===== src/rtl/prog_mem_responder_if.sv =====
// ---------------------------------------------------------------------------
// prog_mem_responder_if
//   Bundles the core-facing read bus and the byte-stream load port of the
//   program/data memory responder.
//
//   Read side : addr_in (core -> memory), data_out (memory -> core, registered)
//   Load side : load_start, load_valid, load_last, load_data (loader -> memory)
//               load_ready, load_done (memory -> loader)
//   Status    : serving, load_count (memory -> observer)
//
//   Modports
//     slave  : the memory responder itself
//     master : the core / loader / testbench driving it
// ---------------------------------------------------------------------------
interface prog_mem_responder_if #(
    parameter int DATA_W    = 8,
    parameter int ADDR_IN_W = 8,
    parameter int ADDR_W    = 4
);
    logic [ADDR_IN_W-1:0] addr_in;
    logic [DATA_W-1:0]    data_out;
    logic                 load_start;
    logic                 load_valid;
    logic                 load_last;
    logic [DATA_W-1:0]    load_data;
    logic                 load_ready;
    logic                 load_done;
    logic                 serving;
    logic [ADDR_W:0]      load_count;

    modport slave (
        input  addr_in, load_start, load_valid, load_last, load_data,
        output data_out, load_ready, load_done, serving, load_count
    );

    modport master (
        output addr_in, load_start, load_valid, load_last, load_data,
        input  data_out, load_ready, load_done, serving, load_count
    );
endinterface


===== src/rtl/prog_mem_responder.sv =====
// ---------------------------------------------------------------------------
// prog_mem_responder
//   Small byte-wide program/data memory that sits beside the core. The core
//   presents an address every cycle and gets the addressed byte back one cycle
//   later. Contents are filled from a valid/ready byte stream that always
//   starts at entry 0 and auto-increments.
//
//   Ports
//     clk    : clock, all state changes on the rising edge
//     rst_n  : asynchronous active-low reset
//     bus    : prog_mem_responder_if.slave (read bus, load port, status)
//
//   States: EMPTY (nothing loaded) -> LOAD (accepting bytes) -> SERVE
//   (answering reads), and SERVE -> LOAD again on a new load_start.
//   Every output comes straight from a register, so there is no
//   combinational path from any input to any output.
// ---------------------------------------------------------------------------
module prog_mem_responder #(
    parameter int                DATA_W    = 8,
    parameter int                ADDR_IN_W = 8,
    parameter int                ADDR_W    = 4,
    parameter logic [DATA_W-1:0] FILL_BYTE = 8'h00
) (
    input  logic                 clk,
    input  logic                 rst_n,
    prog_mem_responder_if.slave  bus
);

    localparam int                DEPTH     = 2 ** ADDR_W;
    localparam logic [ADDR_W-1:0] LAST_IDX  = ADDR_W'(DEPTH - 1);
    localparam logic [ADDR_W:0]   COUNT_MAX = (ADDR_W + 1)'(DEPTH);

    typedef enum logic [1:0] {
        EMPTY,
        LOAD,
        SERVE
    } state_t;

    state_t                state_q, state_d;
    logic [ADDR_W-1:0]     wrPtr_q, wrPtr_d;
    logic [ADDR_W:0]       loadCount_q, loadCount_d;
    logic                  loadDone_q, loadDone_d;
    logic [DATA_W-1:0]     data_q, data_d;
    logic [DATA_W-1:0]     mem_q [DEPTH];

    logic                  beat;
    logic                  finalBeat;
    logic [31:0]           addrWide;
    logic                  addrInRange;
    logic [DATA_W-1:0]     rdByte;

    // A byte is taken only while in LOAD, where load_ready is high. The stream
    // ends either on an explicit last marker or when the top entry is written,
    // so the write pointer never has to wrap.
    always_comb begin
        beat        = (state_q == LOAD) && bus.load_valid;
        finalBeat   = beat && (bus.load_last || (wrPtr_q == LAST_IDX));
        addrWide    = 32'(bus.addr_in);
        addrInRange = addrWide < 32'(DEPTH);
        rdByte      = mem_q[bus.addr_in[ADDR_W-1:0]];
    end

    // Next-state logic. load_start restarts a load from EMPTY or SERVE but is
    // ignored mid-load. The read data register only follows the memory while
    // staying in SERVE; on the cycle that enters SERVE it still shows the fill
    // byte, and on the cycle load_start leaves SERVE it drops back to fill.
    always_comb begin
        state_d     = state_q;
        wrPtr_d     = wrPtr_q;
        loadCount_d = loadCount_q;
        loadDone_d  = 1'b0;
        data_d      = FILL_BYTE;

        case (state_q)
            EMPTY: begin
                if (bus.load_start) begin
                    state_d     = LOAD;
                    wrPtr_d     = '0;
                    loadCount_d = '0;
                end
            end
            LOAD: begin
                if (beat) begin
                    if (wrPtr_q != LAST_IDX) begin
                        wrPtr_d = wrPtr_q + 1'b1;
                    end
                    if (loadCount_q != COUNT_MAX) begin
                        loadCount_d = loadCount_q + 1'b1;
                    end
                end
                if (finalBeat) begin
                    state_d    = SERVE;
                    loadDone_d = 1'b1;
                end
            end
            SERVE: begin
                if (bus.load_start) begin
                    state_d     = LOAD;
                    wrPtr_d     = '0;
                    loadCount_d = '0;
                end else begin
                    data_d = addrInRange ? rdByte : FILL_BYTE;
                end
            end
            default: begin
                state_d = EMPTY;
            end
        endcase
    end

    // Control and status registers.
    always_ff @(posedge clk or negedge rst_n) begin
        if (!rst_n) begin
            state_q     <= EMPTY;
            wrPtr_q     <= '0;
            loadCount_q <= '0;
            loadDone_q  <= 1'b0;
            data_q      <= FILL_BYTE;
        end else begin
            state_q     <= state_d;
            wrPtr_q     <= wrPtr_d;
            loadCount_q <= loadCount_d;
            loadDone_q  <= loadDone_d;
            data_q      <= data_d;
        end
    end

    // Storage array. Reset clears every entry so an interrupted load leaves no
    // stale bytes behind; otherwise entries not touched by a load keep their
    // previous contents.
    always_ff @(posedge clk or negedge rst_n) begin
        if (!rst_n) begin
            for (int i = 0; i < DEPTH; i++) begin
                mem_q[i] <= '0;
            end
        end else if (beat) begin
            mem_q[wrPtr_q] <= bus.load_data;
        end
    end

    assign bus.data_out   = data_q;
    assign bus.load_ready = (state_q == LOAD);
    assign bus.load_done  = loadDone_q;
    assign bus.serving    = (state_q == SERVE);
    assign bus.load_count = loadCount_q;

endmodule


===== src/flat_wrapper.sv =====
// flat-port wrapper written by rule: the top's interface ports become plain ports
module prog_mem_responder_flat 
#(
    parameter int                DATA_W    = 8,
    parameter int                ADDR_IN_W = 8,
    parameter int                ADDR_W    = 4,
    parameter logic [DATA_W-1:0] FILL_BYTE = 8'h00
)
  (clk, rst_n, bus_addr_in, bus_load_start, bus_load_valid, bus_load_last, bus_load_data, bus_data_out, bus_load_ready, bus_load_done, bus_serving, bus_load_count);
  prog_mem_responder_if #(.DATA_W(DATA_W), .ADDR_IN_W(ADDR_IN_W), .ADDR_W(ADDR_W)) bus_i ();
  input  logic clk;
  input  logic rst_n;
  input wire logic [$bits(bus_i.addr_in)-1:0] bus_addr_in;
  input wire logic [$bits(bus_i.load_start)-1:0] bus_load_start;
  input wire logic [$bits(bus_i.load_valid)-1:0] bus_load_valid;
  input wire logic [$bits(bus_i.load_last)-1:0] bus_load_last;
  input wire logic [$bits(bus_i.load_data)-1:0] bus_load_data;
  output wire logic [$bits(bus_i.data_out)-1:0] bus_data_out;
  output wire logic [$bits(bus_i.load_ready)-1:0] bus_load_ready;
  output wire logic [$bits(bus_i.load_done)-1:0] bus_load_done;
  output wire logic [$bits(bus_i.serving)-1:0] bus_serving;
  output wire logic [$bits(bus_i.load_count)-1:0] bus_load_count;
  assign bus_i.addr_in = bus_addr_in;
  assign bus_i.load_start = bus_load_start;
  assign bus_i.load_valid = bus_load_valid;
  assign bus_i.load_last = bus_load_last;
  assign bus_i.load_data = bus_load_data;
  assign bus_data_out = bus_i.data_out;
  assign bus_load_ready = bus_i.load_ready;
  assign bus_load_done = bus_i.load_done;
  assign bus_serving = bus_i.serving;
  assign bus_load_count = bus_i.load_count;
  prog_mem_responder #(.DATA_W(DATA_W), .ADDR_IN_W(ADDR_IN_W), .ADDR_W(ADDR_W), .FILL_BYTE(FILL_BYTE)) u_core (.clk(clk), .rst_n(rst_n), .bus(bus_i));
endmodule

===== config.mk =====
export PLATFORM = sky130hd
export DESIGN_NAME = prog_mem_responder_flat
export DESIGN_NICKNAME = d
export VERILOG_FILES = /design/src/rtl/prog_mem_responder_if.sv /design/src/rtl/prog_mem_responder.sv /design/src/flat_wrapper.sv
export SDC_FILE = /design/constraint.sdc
export NUM_CORES = 1
export LEC_CHECK = 0
export ABC_CLOCK_PERIOD_IN_PS = 3700
export CAP_MARGIN = 40
export CELL_PAD_IN_SITES_DETAIL_PLACEMENT = 1
export CELL_PAD_IN_SITES_GLOBAL_PLACEMENT = 2
export CORE_MARGIN = 1
export CORE_UTILIZATION = 40
export CTS_CLUSTER_DIAMETER = 40
export DETAILED_ROUTE_END_ITERATION = 8
export PLACE_DENSITY = 0.7
export SLEW_MARGIN = 40
export SYNTH_ARGS = -nofsm -noshare
export SYNTH_HDL_FRONTEND = slang
export SYNTH_SLANG_ARGS = --single-unit

===== constraint.sdc =====
create_clock -name clk -period 3.7 [get_ports clk]
set_input_delay 0.74 -clock clk [delete_from_list [all_inputs] [get_ports clk]]
set_output_delay 0.74 -clock clk [all_outputs]
set_load 0.05 [all_outputs]

==> reports/qor.json <==
{
  "timing": {
    "final_min_period_over_clock_period_pct": 77.20,
    "totalNegativeSetupSlack_ps": 0,
    "grt_setup_unrepaired": "false",
    "achievable-frequency_mhz": 350.1,
    "relSlewSlack_pct": 50.33,
    "timing.final.setup_violations": 0,
    "hold_violations": 0,
    "timing_worst_slew_pin_value_ps": 741.0,
    "final.min_clock_period_ps": 2856,
    "slew_viol_final": 0,
    "finClkSkew_ps": 9.272
  },
  "synthesis": {
    "syn_area_sq_um": 7003,
    "post_synth_num_cell_types": 45,
    "synth_ff_type": "sky130_fd_sc_hd__dfrtp_1",
    "ys_seq_elements": 148,
    "syn-mean-instance-area_sq_um": 15.70,
    "synth_xor_area_share_pct": 0.3752,
    "simple_gate_fraction_of_synth_area_pct": 6.843,
    "dominant_combinational_cell_family_by_area_after_synthesis": "multiplexers",
    "yosysWarningCount": 0,
    "synth_sequential_area_ratio_pct": 52.89,
    "mappedNetlistNets": 473,
    "synth_edf_count": 0,
    "synth_fa_ha_area_share_pct": 1.072,
    "post_synth_inst_count": 446,
    "ys_async_sr_fraction_pct": 100.0,
    "fraction_of_the_mapped_netlist_area_in_compound_gates_pct": 1.608,
    "synth.area.mux_share_pct": 34.64
  },
  "setup_path": {
    "timing.critical_path.to_type": "output port",
    "timing_worst_setup_path_type": "reg2out",
    "arrival_ps": 2120,
    "cpPeakStageDelay_ps": 820,
    "cp_max_fo": 9,
    "timing.critical_path.cells": "nand2b_1, inv_1, clkdlybuf4s50_1",
    "cp.required_ps": 2960,
    "crit_path_top_delay_cell": "sky130_fd_sc_hd__clkdlybuf4s50_1",
    "critical_path.startpoint_type": "flip-flop"
  },
  "floorplanning": {
    "fp.dieArea_sq_um": 18040,
    "starting_density_of_the_core_pct": 40.77,
    "floorplan.rows": 48,
    "num_io_pins": 37,
    "height_of_the_die_um": 134.3,
    "die_width_um": 134.3,
    "design.core.area_sq_um": 17180
  },
  "global_route": {
    "grt_antenna_before_repair": 0,
    "grt_pass1_vias": 4301,
    "globalRouteTotalUtil_pct": 19.64,
    "remaining_global_route_overflow": 0,
    "grt_max_degree": 84,
    "grt_pass1_wl_um": 25940
  },
  "cts": {
    "clock_network_latency_to_the_later_pin_of_the_worst_skew_pair_ps": 420,
    "cts_repair_resize_count": 0,
    "cts-root-buf": "sky130_fd_sc_hd__clkbuf_16",
    "cts-hold-fix-buffers": 0,
    "clock_net_sink_count": 148,
    "post_cts_buffers": 0,
    "cts_htree_levels": 4,
    "cts_tree": "built",
    "cts_buffer_depth": 2,
    "cts-buffers-inserted": 17,
    "clk_transition_reported_paths_ps": 60
  },
  "routing": {
    "drt_drc_violations_left": 0,
    "detail_route.vias_per_cell": 5.387,
    "drtPass1Iterations": 4,
    "detailedRoute.firstIterationViolations": 180,
    "postRouteWirelength_um": 15980,
    "vias": 3900,
    "avgRoutedWirePerCell_um": 22.07,
    "drt.antenna.violating_nets": 0
  },
  "layout": {
    "final_net_count": 513,
    "drive_above_1_share_pct": 42.48,
    "area_growth_syn_to_layout_pct": 17.65,
    "antennaDiodeCount": 0
  },
  "worst_hold_path": {
    "timing.hold.worst.class": "in2async"
  },
  "pwr": {
    "worst_ir_drop_vdd_v": 0.0003282,
    "power.density_nw_per_um2": 619.4,
    "total_leakage_power_nw": 3.875,
    "design_power_total_mw": 5.104
  },
  "status": {
    "status": "finished, final reports clean"
  },
  "job": {
    "cap_viol_max_count": 0
  },
  "placement": {
    "placement.io_buffers": 36,
    "gpl.final_weighted_congestion": 0.7368,
    "dp_hpwl_um": 10370
  }
}
==> power by group <==
part	switching, mW	leakage (nW)	internal (mW)
sequential	0.190	2.00	1.94
combinational	0.519	1.55	0.541
clock	0.681	0.320	1.23
total	1.39	3.87	3.71
==> kinds of logic (layout without fill, tap and decap cells) <==
| group | Yosys count | after routing |
|---|---|---|
| adder cells (fa/ha/maj) | 6 | 6 |
| multiplexers | 178 | 178 |
| XOR/XNOR | 3 | 3 |
| AO/OA/AOI/OAI | 19 | 19 |
| flip-flops | 148 | 148 |
| buffers and inverters | 29 | 82 |
| AND/OR/NAND/NOR | 63 | 63 |
==> per-stage QoR <==
step                cell area, sq um  util, %  worst slack [ps]  hold WS [ps]  cells
finish                          8239    47.97             843.6         369.2    724
floorplan                       7003        -              1686         444.4    446
global route                    8239    47.97             746.6         411.8    724
CTS                             8237    47.95             807.8         407.1    724
detailed placement              7581    44.14             851.3         486.1    692
global placement                7581    44.14             899.2         469.8    692
==> final timing paths <==
kind | startpoint | endpoint | slack [ps] | depth (start not counted)
min in group clk | u_core.mem_q[45] | u_core.mem_q[45] | 490 | 1
hold reg to reg | u_core.mem_q[45] | u_core.mem_q[45] | 490 | 1
setup reg to reg | u_core.state_q[0] | u_core.mem_q[42] | 1550 | 5
setup / recovery | u_core.state_q[0] | bus_load_ready | 840 | 3
max in group asynchronous | rst_n | u_core.mem_q[62] | 2560 | 2
hold / removal | rst_n | u_core.mem_q[89] | 370 | 1
==> layout make-up <==
type / instances / area (sq um)
multi-input cells: 269 / 3119
well taps: 225 / 281.5
clock buffers: 19 / 452.9
inverters: 6 / 22.52
clock inverters: 13 / 202.7
flip-flops and latches: 148 / 3704
repair buffers: 44 / 456.7
fillers: 1675 / 8937
==> layer usage <==
layer  GRT usage (%)  share of wire, %
met1           26.31                46
met2           31.46                49
met3           4.573               3.6
met4           6.492               1.6
met5               0                 0
==> critical path, delay by kind of cell (launching register included) <==
kind,cells,cell delay [ps]
DFF,1,520
and+or+nand+nor,1,220
buffers and inverters,2,960
==> cell usage in the layout (no fill, tap or decap), types with 5 or more instances in the layout <==
cell	instances
sky130_fd_sc_hd__clkdlybuf4s50_1	34
sky130_fd_sc_hd__nor2_1	8
sky130_fd_sc_hd__bufinv_16	5
sky130_fd_sc_hd__clkbuf_16	17
sky130_fd_sc_hd__mux4_2	12
sky130_fd_sc_hd__mux2i_1	10
sky130_fd_sc_hd__dfrtp_1	148
sky130_fd_sc_hd__mux4_1	19
sky130_fd_sc_hd__mux2_2	134
sky130_fd_sc_hd__nand2_1	19
sky130_fd_sc_hd__ha_1	6
sky130_fd_sc_hd__buf_4	5
sky130_fd_sc_hd__nor2_4	9
sky130_fd_sc_hd__inv_1	6
sky130_fd_sc_hd__o21ai_0	7
==> flip-flops by register name, indices dropped and copies added, names as in the netlist <==
name	cells
u_core.mem_q	128
u_core.bus.data_out	8
u_core.bus.load_count	5
u_core.wrPtr_q	4
u_core.state_q	2
u_core.bus.load_done	1
==> cell usage after synthesis, types with 3 or more instances <==
cell type	n	area [sq um]
sky130_fd_sc_hd__dfrtp_1	148	3704
sky130_fd_sc_hd__mux2_2	134	1509
sky130_fd_sc_hd__mux4_1	19	499.2
sky130_fd_sc_hd__nand2_1	19	71.32
sky130_fd_sc_hd__mux4_2	12	270.3
sky130_fd_sc_hd__mux2i_1	10	100.1
sky130_fd_sc_hd__clkbuf_1	9	33.78
sky130_fd_sc_hd__nor2_4	9	101.4
sky130_fd_sc_hd__nor2_1	8	30.03
sky130_fd_sc_hd__o21ai_0	7	35.03
sky130_fd_sc_hd__ha_1	6	75.07
sky130_fd_sc_hd__inv_1	6	22.52
sky130_fd_sc_hd__buf_6	4	45.04
sky130_fd_sc_hd__nand2b_1	4	25.02
sky130_fd_sc_hd__nand3_4	4	70.07
sky130_fd_sc_hd__o21ai_1	4	20.02
sky130_fd_sc_hd__buf_1	3	11.26
sky130_fd_sc_hd__buf_2	3	15.01
sky130_fd_sc_hd__nand2_2	3	18.77
sky130_fd_sc_hd__nor2_8	3	60.06
sky130_fd_sc_hd__xor2_1	3	26.28
Power figures use the tool's default switching activity.
